## config.mk

```make
export PLATFORM = sky130hd
export DESIGN_NAME = dest_tag_pipe
export DESIGN_NICKNAME = d
export VERILOG_FILES = /design/src/rtl/dest_tag_pipe.sv
export SDC_FILE = /design/constraint.sdc
export NUM_CORES = 1
export LEC_CHECK = 0
export ABC_CLOCK_PERIOD_IN_PS = 2400
export CAP_MARGIN = 10
export CORE_UTILIZATION = 30
export CTS_CLUSTER_SIZE = 12
export DETAILED_ROUTE_END_ITERATION = 7
export MAX_ROUTING_LAYER = met4
export PLACE_DENSITY = 0.64
export REMOVE_ABC_BUFFERS = 1
export SYNTH_ARGS = -nofsm -noshare
export SYNTH_HDL_FRONTEND = slang
export SYNTH_SLANG_ARGS = --single-unit
```

## constraint.sdc

```tcl
create_clock -name clk -period 2.4 [get_ports clk]
set_clock_uncertainty 0.15 [all_clocks]
set_input_delay 0.48 -clock clk [delete_from_list [all_inputs] [get_ports clk]]
set_output_delay 0.48 -clock clk [all_outputs]
set_load 0.05 [all_outputs]
```

## src/rtl/dest_tag_pipe.sv

```systemverilog
// dest_tag_pipe: destination-tag shift pipeline (EX -> MEM -> WB -> RFile)
// with load-use interlock, freeze-safe branch flush and a saturating
// count of applied load-use bubbles.
module dest_tag_pipe #(
  parameter int REG_AW = 5,
  parameter int CNT_W  = 32
) (
  input  logic              clk,
  input  logic              rst_n,
  input  logic              id_valid,
  input  logic [REG_AW-1:0] id_rd,
  input  logic [REG_AW-1:0] id_rs1,
  input  logic [REG_AW-1:0] id_rs2,
  input  logic              id_use_rs1,
  input  logic              id_use_rs2,
  input  logic              id_regwrite,
  input  logic              id_memread,
  input  logic              freeze,
  input  logic              flush,
  output logic              load_use_stall,
  output logic [REG_AW-1:0] ex_rs1,
  output logic [REG_AW-1:0] ex_rs2,
  output logic [REG_AW-1:0] mem_rd,
  output logic              mem_regwrite,
  output logic [REG_AW-1:0] wb_rd,
  output logic              wb_regwrite,
  output logic [REG_AW-1:0] rfile_rd,
  output logic              rfile_regwrite,
  output logic [CNT_W-1:0]  lu_stall_cnt
);

  logic [REG_AW-1:0] ex_rd_q, ex_rs1_q, ex_rs2_q;
  logic              ex_regwrite_q, ex_memread_q;
  logic [REG_AW-1:0] mem_rd_q, wb_rd_q, rfile_rd_q;
  logic              mem_regwrite_q, wb_regwrite_q, rfile_regwrite_q;
  logic              flush_pend_q, flush_pend_d;
  logic [CNT_W-1:0]  cnt_q, cnt_d;

  logic [REG_AW-1:0] ex_rd_d, ex_rs1_d, ex_rs2_d;
  logic              ex_regwrite_d, ex_memread_d;
  logic              id_writes, id_loads;
  logic              kill, ex_bubble, rs1_hit, rs2_hit;

  // Writes to x0 and empty ID slots must never look like producers downstream.
  assign id_writes = id_valid & id_regwrite & (id_rd != '0);
  assign id_loads  = id_valid & id_memread  & (id_rd != '0);

  assign rs1_hit = id_use_rs1 & (id_rs1 == ex_rd_q);
  assign rs2_hit = id_use_rs2 & (id_rs2 == ex_rd_q);

  assign load_use_stall = id_valid & ex_memread_q & ex_regwrite_q &
                          (ex_rd_q != '0) & (rs1_hit | rs2_hit);

  // A flush that landed during a freeze is remembered until the pipe moves.
  assign kill      = flush | flush_pend_q;
  assign ex_bubble = kill | load_use_stall;

  // Next EX entry: bubble on kill/stall, otherwise the normalized ID tag.
  always_comb begin
    ex_rd_d       = '0;
    ex_rs1_d      = '0;
    ex_rs2_d      = '0;
    ex_regwrite_d = 1'b0;
    ex_memread_d  = 1'b0;
    if (!ex_bubble) begin
      ex_rd_d       = id_rd;
      ex_rs1_d      = id_rs1;
      ex_rs2_d      = id_rs2;
      ex_regwrite_d = id_writes;
      ex_memread_d  = id_loads;
    end
  end

  // Pending-flush and saturating stall counter next state; a killed
  // instruction's stall is not counted since the instruction is dead.
  always_comb begin
    flush_pend_d = freeze ? (flush_pend_q | flush) : 1'b0;
    cnt_d        = cnt_q;
    if (!freeze && load_use_stall && !kill && (cnt_q != {CNT_W{1'b1}})) begin
      cnt_d = cnt_q + {{(CNT_W-1){1'b0}}, 1'b1};
    end
  end

  // Tag registers: reset to bubbles, hold on freeze, otherwise shift.
  always_ff @(posedge clk) begin
    if (!rst_n) begin
      ex_rd_q          <= '0;
      ex_rs1_q         <= '0;
      ex_rs2_q         <= '0;
      ex_regwrite_q    <= 1'b0;
      ex_memread_q     <= 1'b0;
      mem_rd_q         <= '0;
      mem_regwrite_q   <= 1'b0;
      wb_rd_q          <= '0;
      wb_regwrite_q    <= 1'b0;
      rfile_rd_q       <= '0;
      rfile_regwrite_q <= 1'b0;
    end else if (!freeze) begin
      ex_rd_q          <= ex_rd_d;
      ex_rs1_q         <= ex_rs1_d;
      ex_rs2_q         <= ex_rs2_d;
      ex_regwrite_q    <= ex_regwrite_d;
      ex_memread_q     <= ex_memread_d;
      mem_rd_q         <= ex_rd_q;
      mem_regwrite_q   <= ex_regwrite_q;
      wb_rd_q          <= mem_rd_q;
      wb_regwrite_q    <= mem_regwrite_q;
      rfile_rd_q       <= wb_rd_q;
      rfile_regwrite_q <= wb_regwrite_q;
    end
  end

  // Control state: reset discards any pending flush and clears the count.
  always_ff @(posedge clk) begin
    if (!rst_n) begin
      flush_pend_q <= 1'b0;
      cnt_q        <= '0;
    end else begin
      flush_pend_q <= flush_pend_d;
      cnt_q        <= cnt_d;
    end
  end

  assign ex_rs1         = ex_rs1_q;
  assign ex_rs2         = ex_rs2_q;
  assign mem_rd         = mem_rd_q;
  assign mem_regwrite   = mem_regwrite_q;
  assign wb_rd          = wb_rd_q;
  assign wb_regwrite    = wb_regwrite_q;
  assign rfile_rd       = rfile_rd_q;
  assign rfile_regwrite = rfile_regwrite_q;
  assign lu_stall_cnt   = cnt_q;

endmodule

```

==> impl_metrics.tcl, run 1 <==
set metrics [dict create \
    post-route-min-period_ns 2.354 \
    avgViaCountPerCell 5.002 \
    layout-drive-gt1-share_pct 15.06 \
    port_buffers 84 \
    synth_flop_cell "sky130_fd_sc_hd__dfxtp_1" \
    nNetsFinal 445 \
    rsz0062_at_grt "yes" \
    gr-usage-all-layers_pct 15.89 \
    clk_transition_reported_paths_ns 0.08 \
    netlist_top_cells_area "sky130_fd_sc_hd__dfxtp_1 45%, sky130_fd_sc_hd__mux2i_1 6.9%, sky130_fd_sc_hd__a22o_1 4.3%" \
    most_frequent_cells_in_the_layout "77 x sky130_fd_sc_hd__clkdlybuf4s50_1, 65 x sky130_fd_sc_hd__dfxtp_1, 22 x sky130_fd_sc_hd__nand2_1" \
    root_buffer_selected_by_cts "sky130_fd_sc_hd__clkbuf_8" \
    fp.dieArea_sq_um 10560 \
    number_of_buffers_created_by_cts 9 \
    avgSynthCellArea_sq_um 9.517 \
    global_route.usage.met2_pct 25.28 \
    clkSinkCount 68 \
    postRouteWirelength_um 7821 \
    synth.cell_area_sq_um 3045 \
    worstHoldPathCells 2 \
    crit_path_max_delay_cell_type "sky130_fd_sc_hd__or4_4" \
    min_period_over_period_pct 98.09 \
    power_leakage_nw 1.581 \
    worstSetupPathType "flip-flop to output port" \
    final-setup-viol-count 0 \
    slew_viol_final 0 \
    yosysWarnings 0 \
    detail_route.wl_per_cell_um 14.02 \
    postSynthCellCount 320 \
    routabilityCongestion 0.8072 \
    dieHeight_um 102.8 \
    cap_violations 0 \
    synth-seq-cells 68 \
    grt_pass1_wl_um 12560 \
    globalRouteOverflowTotal 0 \
    cts_max_path_buffers 2 \
    timing.critical_path.arrival_ns 1.72 \
    status "complete, no violations" \
    finalHoldViolCount 0 \
    drtPass1Iterations 4 \
    fp-row-count 36 \
    reg2reg_depth 9 \
    h-tree-depth 3 \
    cp_data_required_time_ns 1.77 \
    antenna_left 0 \
    setup-tns-final_ns 0 \
    dpl_cell_area_sq_um 4128 \
    synth_top_area_share_pct 44.70 \
    sequential_cell_area_sq_um 1370 \
    io-pin-count 85 \
    finish.cell_count_without_fillers 558 \
    layout.cells.most_common "sky130_fd_sc_hd__clkdlybuf4s50_1" \
    cpPeakStageDelay_ns 0.54 \
    detailroute.via_count 2791 \
    maxClockFrequency_ghz 0.4248 \
    timing.max_slew.rel_slack_pct 63.24 \
    finalPower_mw 2.297 \
    post-route-drc-count 0 \
    maximum_fanout_encountered_on_the_critical_timing_path 3 \
    synth_largest_area_cell "sky130_fd_sc_hd__dfxtp_1" \
    place.detailed.hpwl_um 5604 \
    number_of_design_rule_violations_left_by_the_first_detailed_router_iteration 90 \
    critical_path.cell_chain "or4_4, o21a_4, nand2_2, inv_2, buf_12" \
    tightest_hold_check_type "input pin to flip-flop" \
    power.density_nw_per_um2 523.5 \
    met3_track_demand_over_resource_pct 5.492 \
    grt.busiest_layer "met2" \
    nFillCells 1007 \
    critPathCaptureType "output port" \
    grt_start_max_net_pins 30 \
    cts_tree "done" \
    n_antenna_cell 0 \
    dieWidth_um 102.8 \
    antenna_found_initial 0 \
    synthToLayoutAreaGrowth_pct 44.08 \
    area_of_combinational_cells_with_multiple_inputs_sq_um 1592 \
    ctsHoldBuffers 0 \
    yosysUniqueCellTypes 51 \
    synth_async_reset_ratio_pct 0 \
    irDropWorstVdd_mv 0.2900 \
    number_of_synthesized_flops_with_an_enable_pin 0 \
    globalRouteMet1Util_pct 19.00 \
    initial_core_util_pct 31.01 \
    floorplan.core_area_sq_um 9819 \
    worst_slew_pin_slew_ns 0.5471 \
    insertion_delay_ns 0.34 \
    dp_cells 540 \
    ys_seq_area_share_pct 44.70 \
    category_of_the_worst_setup_path_launch_point "flip-flop" \
    layout.cell_area.non_filler_sq_um 4388 \
    first_global_vias 2631 \
]
## layer usage
metal | vias up | routed length, um
met3 | 10 | 471
met5 | - | 0
met4 | 0 | 52
met2 | 71 | 3769
met1 | 1318 | 3528
li1 | 1392 | -
## metrics by stage
stage | hold WS, ns | util [%] | setup slack, ns
final | 0.2793 | 44.69 | 0.04575
after floorplan | 0.2786 | - | -0.01953
after global placement | 0.2881 | 42.04 | -0.2516
after global routing | 0.2695 | 44.69 | -0.02516
after CTS | 0.3178 | 44.37 | 0.0004999
after detailed placement | 0.2997 | 42.04 | -0.2749
## critical path, delay by kind of cell, from the launching register on
kind                   cells  cell delay [ns]
DFF                        1             0.35
and+or+nand+nor            2             0.62
AOI/OAI and AO/OA          1             0.23
buffers and inverters      2             0.19
## sequential cells by signal, summed over array words and instances (netlist names)
signal and count:
ex_rs2 5, wb_rd 5, mem_regwrite 1, flush_pend_q 1
lu_stall_cnt 32, mem_rd 5, ex_rd_q 5, rfile_regwrite 1
ex_rs1 5, wb_regwrite 1, ex_memread_q 1, rfile_rd 5
ex_regwrite_q 1
## report_power, final
part           leakage, nW  total [mW]  internal [mW]  switching [mW]
clock network       0.0983       0.954          0.506           0.448
logic                0.932       0.191         0.0915           0.100
registers            0.551        1.15           1.14          0.0116
total                 1.58        2.30           1.74           0.559
## worst paths after layout
kind                                   start               end  slack, ns
worst min-delay path               id_rs2[4]         ex_rs2[4]       0.28
worst min register to register  ex_memread_q      ex_memread_q       0.31
worst max register to register    ex_rd_q[1]  lu_stall_cnt[28]       0.16
worst max-delay path              ex_rd_q[0]    load_use_stall       0.05
## cell usage after synthesis (2+ instances only)
cell type,instances
sky130_fd_sc_hd__nand2_1,24
sky130_fd_sc_hd__nand3_1,10
sky130_fd_sc_hd__buf_6,3
sky130_fd_sc_hd__a32o_1,2
sky130_fd_sc_hd__o31ai_1,8
sky130_fd_sc_hd__dfxtp_1,68
sky130_fd_sc_hd__mux2i_1,21
sky130_fd_sc_hd__nor3_1,4
sky130_fd_sc_hd__inv_1,6
sky130_fd_sc_hd__o21a_1,5
sky130_fd_sc_hd__o211ai_1,2
sky130_fd_sc_hd__nand4_1,10
sky130_fd_sc_hd__buf_4,2
sky130_fd_sc_hd__and3_1,5
sky130_fd_sc_hd__nor2_1,22
sky130_fd_sc_hd__buf_2,3
sky130_fd_sc_hd__xnor2_1,9
sky130_fd_sc_hd__o311a_1,3
sky130_fd_sc_hd__xor2_1,2
sky130_fd_sc_hd__o21ai_1,6
sky130_fd_sc_hd__or3_1,13
sky130_fd_sc_hd__and4_1,2
sky130_fd_sc_hd__and2_1,2
sky130_fd_sc_hd__nand2b_1,4
sky130_fd_sc_hd__clkbuf_1,9
sky130_fd_sc_hd__a21oi_1,20
sky130_fd_sc_hd__o21bai_1,2
sky130_fd_sc_hd__o21ai_0,8
sky130_fd_sc_hd__a22o_1,15
sky130_fd_sc_hd__or4_1,9
## area by class of cell
cell class / count / area share (%)
Clock buffer: 10 / 3.137
Clock inverter: 6 / 1.454
Inverter: 6 / 0.5133
Multi-Input combinational cell: 229 / 36.27
Sequential cell: 68 / 31.22
Tap cell: 133 / 3.792
Timing Repair Buffer: 106 / 23.61
## repair_timing
item,in CTS,in global routing
pin swaps,2,3
setup buffers,3,0
resized for setup,10,10
setup endpoints to repair,1,9
## logic make-up after synthesis
kind of cell    count (synthesis)  synth area share [%]
compound gates                 77                 18.00
simple gates                  118                 22.35
buf+inv                        23                 3.944
mux                            21                 6.902
xor+xnor                       12                 3.698
fa+ha+maj                       1                0.4108
flops                          68                 44.70
Note: power is estimated with default switching activity, not from simulation.
==> run 2, diff against run 1 <==
Settings changed: CELL_PAD_IN_SITES_DETAIL_PLACEMENT from default to 1, CELL_PAD_IN_SITES_GLOBAL_PLACEMENT from default to 1, CORE_UTILIZATION 30 to 36, PLACE_DENSITY 0.64 to 0.9, SLEW_MARGIN from default to 10.
==> run 2 against run 1 <==
Compared with the run above: critical path depth stayed put; worst hold slack better by 0.061 ns; flip-flop and latch count stayed put; combinational power is 6% higher; via count is 5.0% higher; die area is 16% lower; cell area is 0.11% higher; total power is 6.3% higher.
==> impl_metrics.tcl, run 2 (synthesized netlist as in run 1, its figures left out) <==
set metrics [dict create \
    status "complete, no violations" \
    layout.cells.most_common "sky130_fd_sc_hd__clkdlybuf4s50_1" \
    reg2reg_depth 9 \
    worstReg2RegEnd "lu_stall_cnt[5]" \
    finalHoldWorstSlack_ns 0.3403 \
    cell_internal_pwr_mw 1.825 \
    p_switching_mw 0.6153 \
    drtPass1Iterations 4 \
    postRouteWirelength_um 9692 \
    cp_data_required_time_ns 1.77 \
    hold_path_end "ex_rs2[3]" \
    maximum_fanout_encountered_on_the_critical_timing_path 3 \
    routabilityCongestion 0.8120 \
    timing.final.ws_setup_ns 0.04676 \
    crit_path_max_delay_cell_type "sky130_fd_sc_hd__or4_4" \
    timing.max_slew.rel_slack_pct 62.75 \
    initial_core_util_pct 37.06 \
    category_of_the_worst_setup_path_launch_point "flip-flop" \
    critical_path.reg2reg.startpoint "ex_rd_q[1]" \
    clkSinkCount 68 \
    hold_path.startpoint "ex_rs2[3]" \
    port_buffers 84 \
    critPathCaptureType "output port" \
    ctsHoldBuffers 0 \
    pre_cts_ws_ns -0.3505 \
    clk_transition_reported_paths_ns 0.08 \
    finalHoldViolCount 0 \
    worst_slew_pin_slew_ns 0.5571 \
    dieHeight_um 93.98 \
    cpPeakStageDelay_ns 0.54 \
    dieWidth_um 93.98 \
    grt_pass1_wl_um 15790 \
    tightest_hold_check_type "flip-flop to flip-flop" \
    layout-drive-gt1-share_pct 15.65 \
    fp.dieArea_sq_um 8831 \
    cap_violations 0 \
    detailroute.via_count 2931 \
    avgViaCountPerCell 5.499 \
    first_global_vias 3173 \
    number_of_design_rule_violations_left_by_the_first_detailed_router_iteration 131 \
    netSwitchingFraction_pct 25.21 \
    power.density_nw_per_um2 555.6 \
    antenna_found_initial 0 \
    fp-row-count 33 \
    maxClockFrequency_ghz 0.4249 \
    post-route-min-period_ns 2.353 \
    p_seq_share_pct 47.3 \
    insertion_delay_ns 0.35 \
    irDropWorstVdd_mv 0.3404 \
    comb_power_share_pct 8.3 \
    detail_route.wl_per_cell_um 18.18 \
    power_leakage_nw 1.614 \
    antenna_left 0 \
    io-pin-count 85 \
    n_antenna_cell 0 \
    min_period_over_period_pct 98.05 \
    grt_start_max_net_pins 30 \
    number_of_buffers_created_by_cts 9 \
    final-setup-viol-count 0 \
    slew_viol_final 0 \
    cts_max_path_buffers 2 \
    nNetsFinal 448 \
    h-tree-depth 3 \
    rrSetupSlack_ns 0.11 \
    cts_tree "done" \
    post-route-drc-count 0 \
    timing.critical_path.arrival_ns 1.72 \
    synthToLayoutAreaGrowth_pct 44.25 \
    pwr-share-clk_pct 44.5 \
    globalRouteOverflowTotal 0 \
    floorplan.core_area_sq_um 8217 \
    place.detailed.hpwl_um 6707 \
    worstSetupPathType "flip-flop to output port" \
    root_buffer_selected_by_cts "sky130_fd_sc_hd__clkbuf_8" \
    worstHoldPathCells 1 \
    critical_path.cell_chain "or4_4, o21a_4, nand2_2, inv_2, buf_12" \
    most_frequent_cells_in_the_layout "75 x sky130_fd_sc_hd__clkdlybuf4s50_1, 63 x sky130_fd_sc_hd__dfxtp_1, 24 x sky130_fd_sc_hd__buf_4, 23 x sky130_fd_sc_hd__nand2_1, 22 x sky130_fd_sc_hd__nor2_1" \
    finalPower_mw 2.441 \
    largest_reg_flops 32 \
    gr-usage-all-layers_pct 24.05 \
]
-- run 2: repair_timing --
action                                  in CTS  in global routing
buffers inserted                             3                  1
pin swaps                                    4                  5
endpoints found under the setup margin       1                  4
gates cloned                                 0                  0
gates resized for setup                     18                  5
-- run 2: worst max path at each step --
stage / startpoint / to / slack (ns) / depth (start not counted)
floorplan: lu_stall_cnt[2] / lu_stall_cnt[22] / -0.02 / 5
global placement: id_rs1[4] / lu_stall_cnt[18] / -0.20 / 8
detailed placement: id_rs1[1] / lu_stall_cnt[18] / -0.35 / 8
CTS: ex_rd_q[0] / load_use_stall / 0.01 / 5
global route: ex_rd_q[1] / load_use_stall / -0.02 / 7
finish: ex_rd_q[0] / load_use_stall / 0.05 / 5
-- run 2: routing by layer --
metal  GRT usage, %  routed length, um  vias up
met5              -                  0        -
met1          26.40               3992     1429
met3          5.906                494       18
li1               -                  -     1409
met4          9.615                193        0
met2          41.67               5010       75
-- run 2: final cells by class --
class / instances / area, sq um
Sequential cell: 68 / 1373
Clock buffer: 9 / 123.9
Multi-Input combinational cell: 229 / 1598
Tap cell: 105 / 131.4
Fill cell: 905 / 3824
Timing Repair Buffer: 109 / 1045
Inverter: 6 / 22.52
Clock inverter: 7 / 100.1
-- run 2: critical path, delay by kind of cell, from the launching register on --
kind / cells / cell delay (ns)
AND/OR/NAND/NOR: 2 / 0.61
AO/OA/AOI/OAI: 1 / 0.22
flip-flops: 1 / 0.35
buffers and inverters: 2 / 0.19
-- run 2: per-stage QoR --
stage,cells,setup TNS (ns),cell area (sq um),util (%)
final,533,0,4393,53.46
after floorplan,303,-0.03242,2948,-
after CTS,532,0,4368,53.16
after global placement,514,-6.040,4108,49.99
after detailed placement,514,-10.21,4108,49.99
after global routing,533,-0.02245,4393,53.46
-- run 2: power groups by stage --
stage	logic (mW)	registers (mW)	clock network, mW
2_1_floorplan	0.0565	1.21	0
3_3_place_gp	0.187	1.18	0
3_5_place_dp	0.195	1.18	0
4_1_cts	0.201	1.15	1.10
5_1_grt	0.213	1.16	1.16
6_report	0.202	1.15	1.09
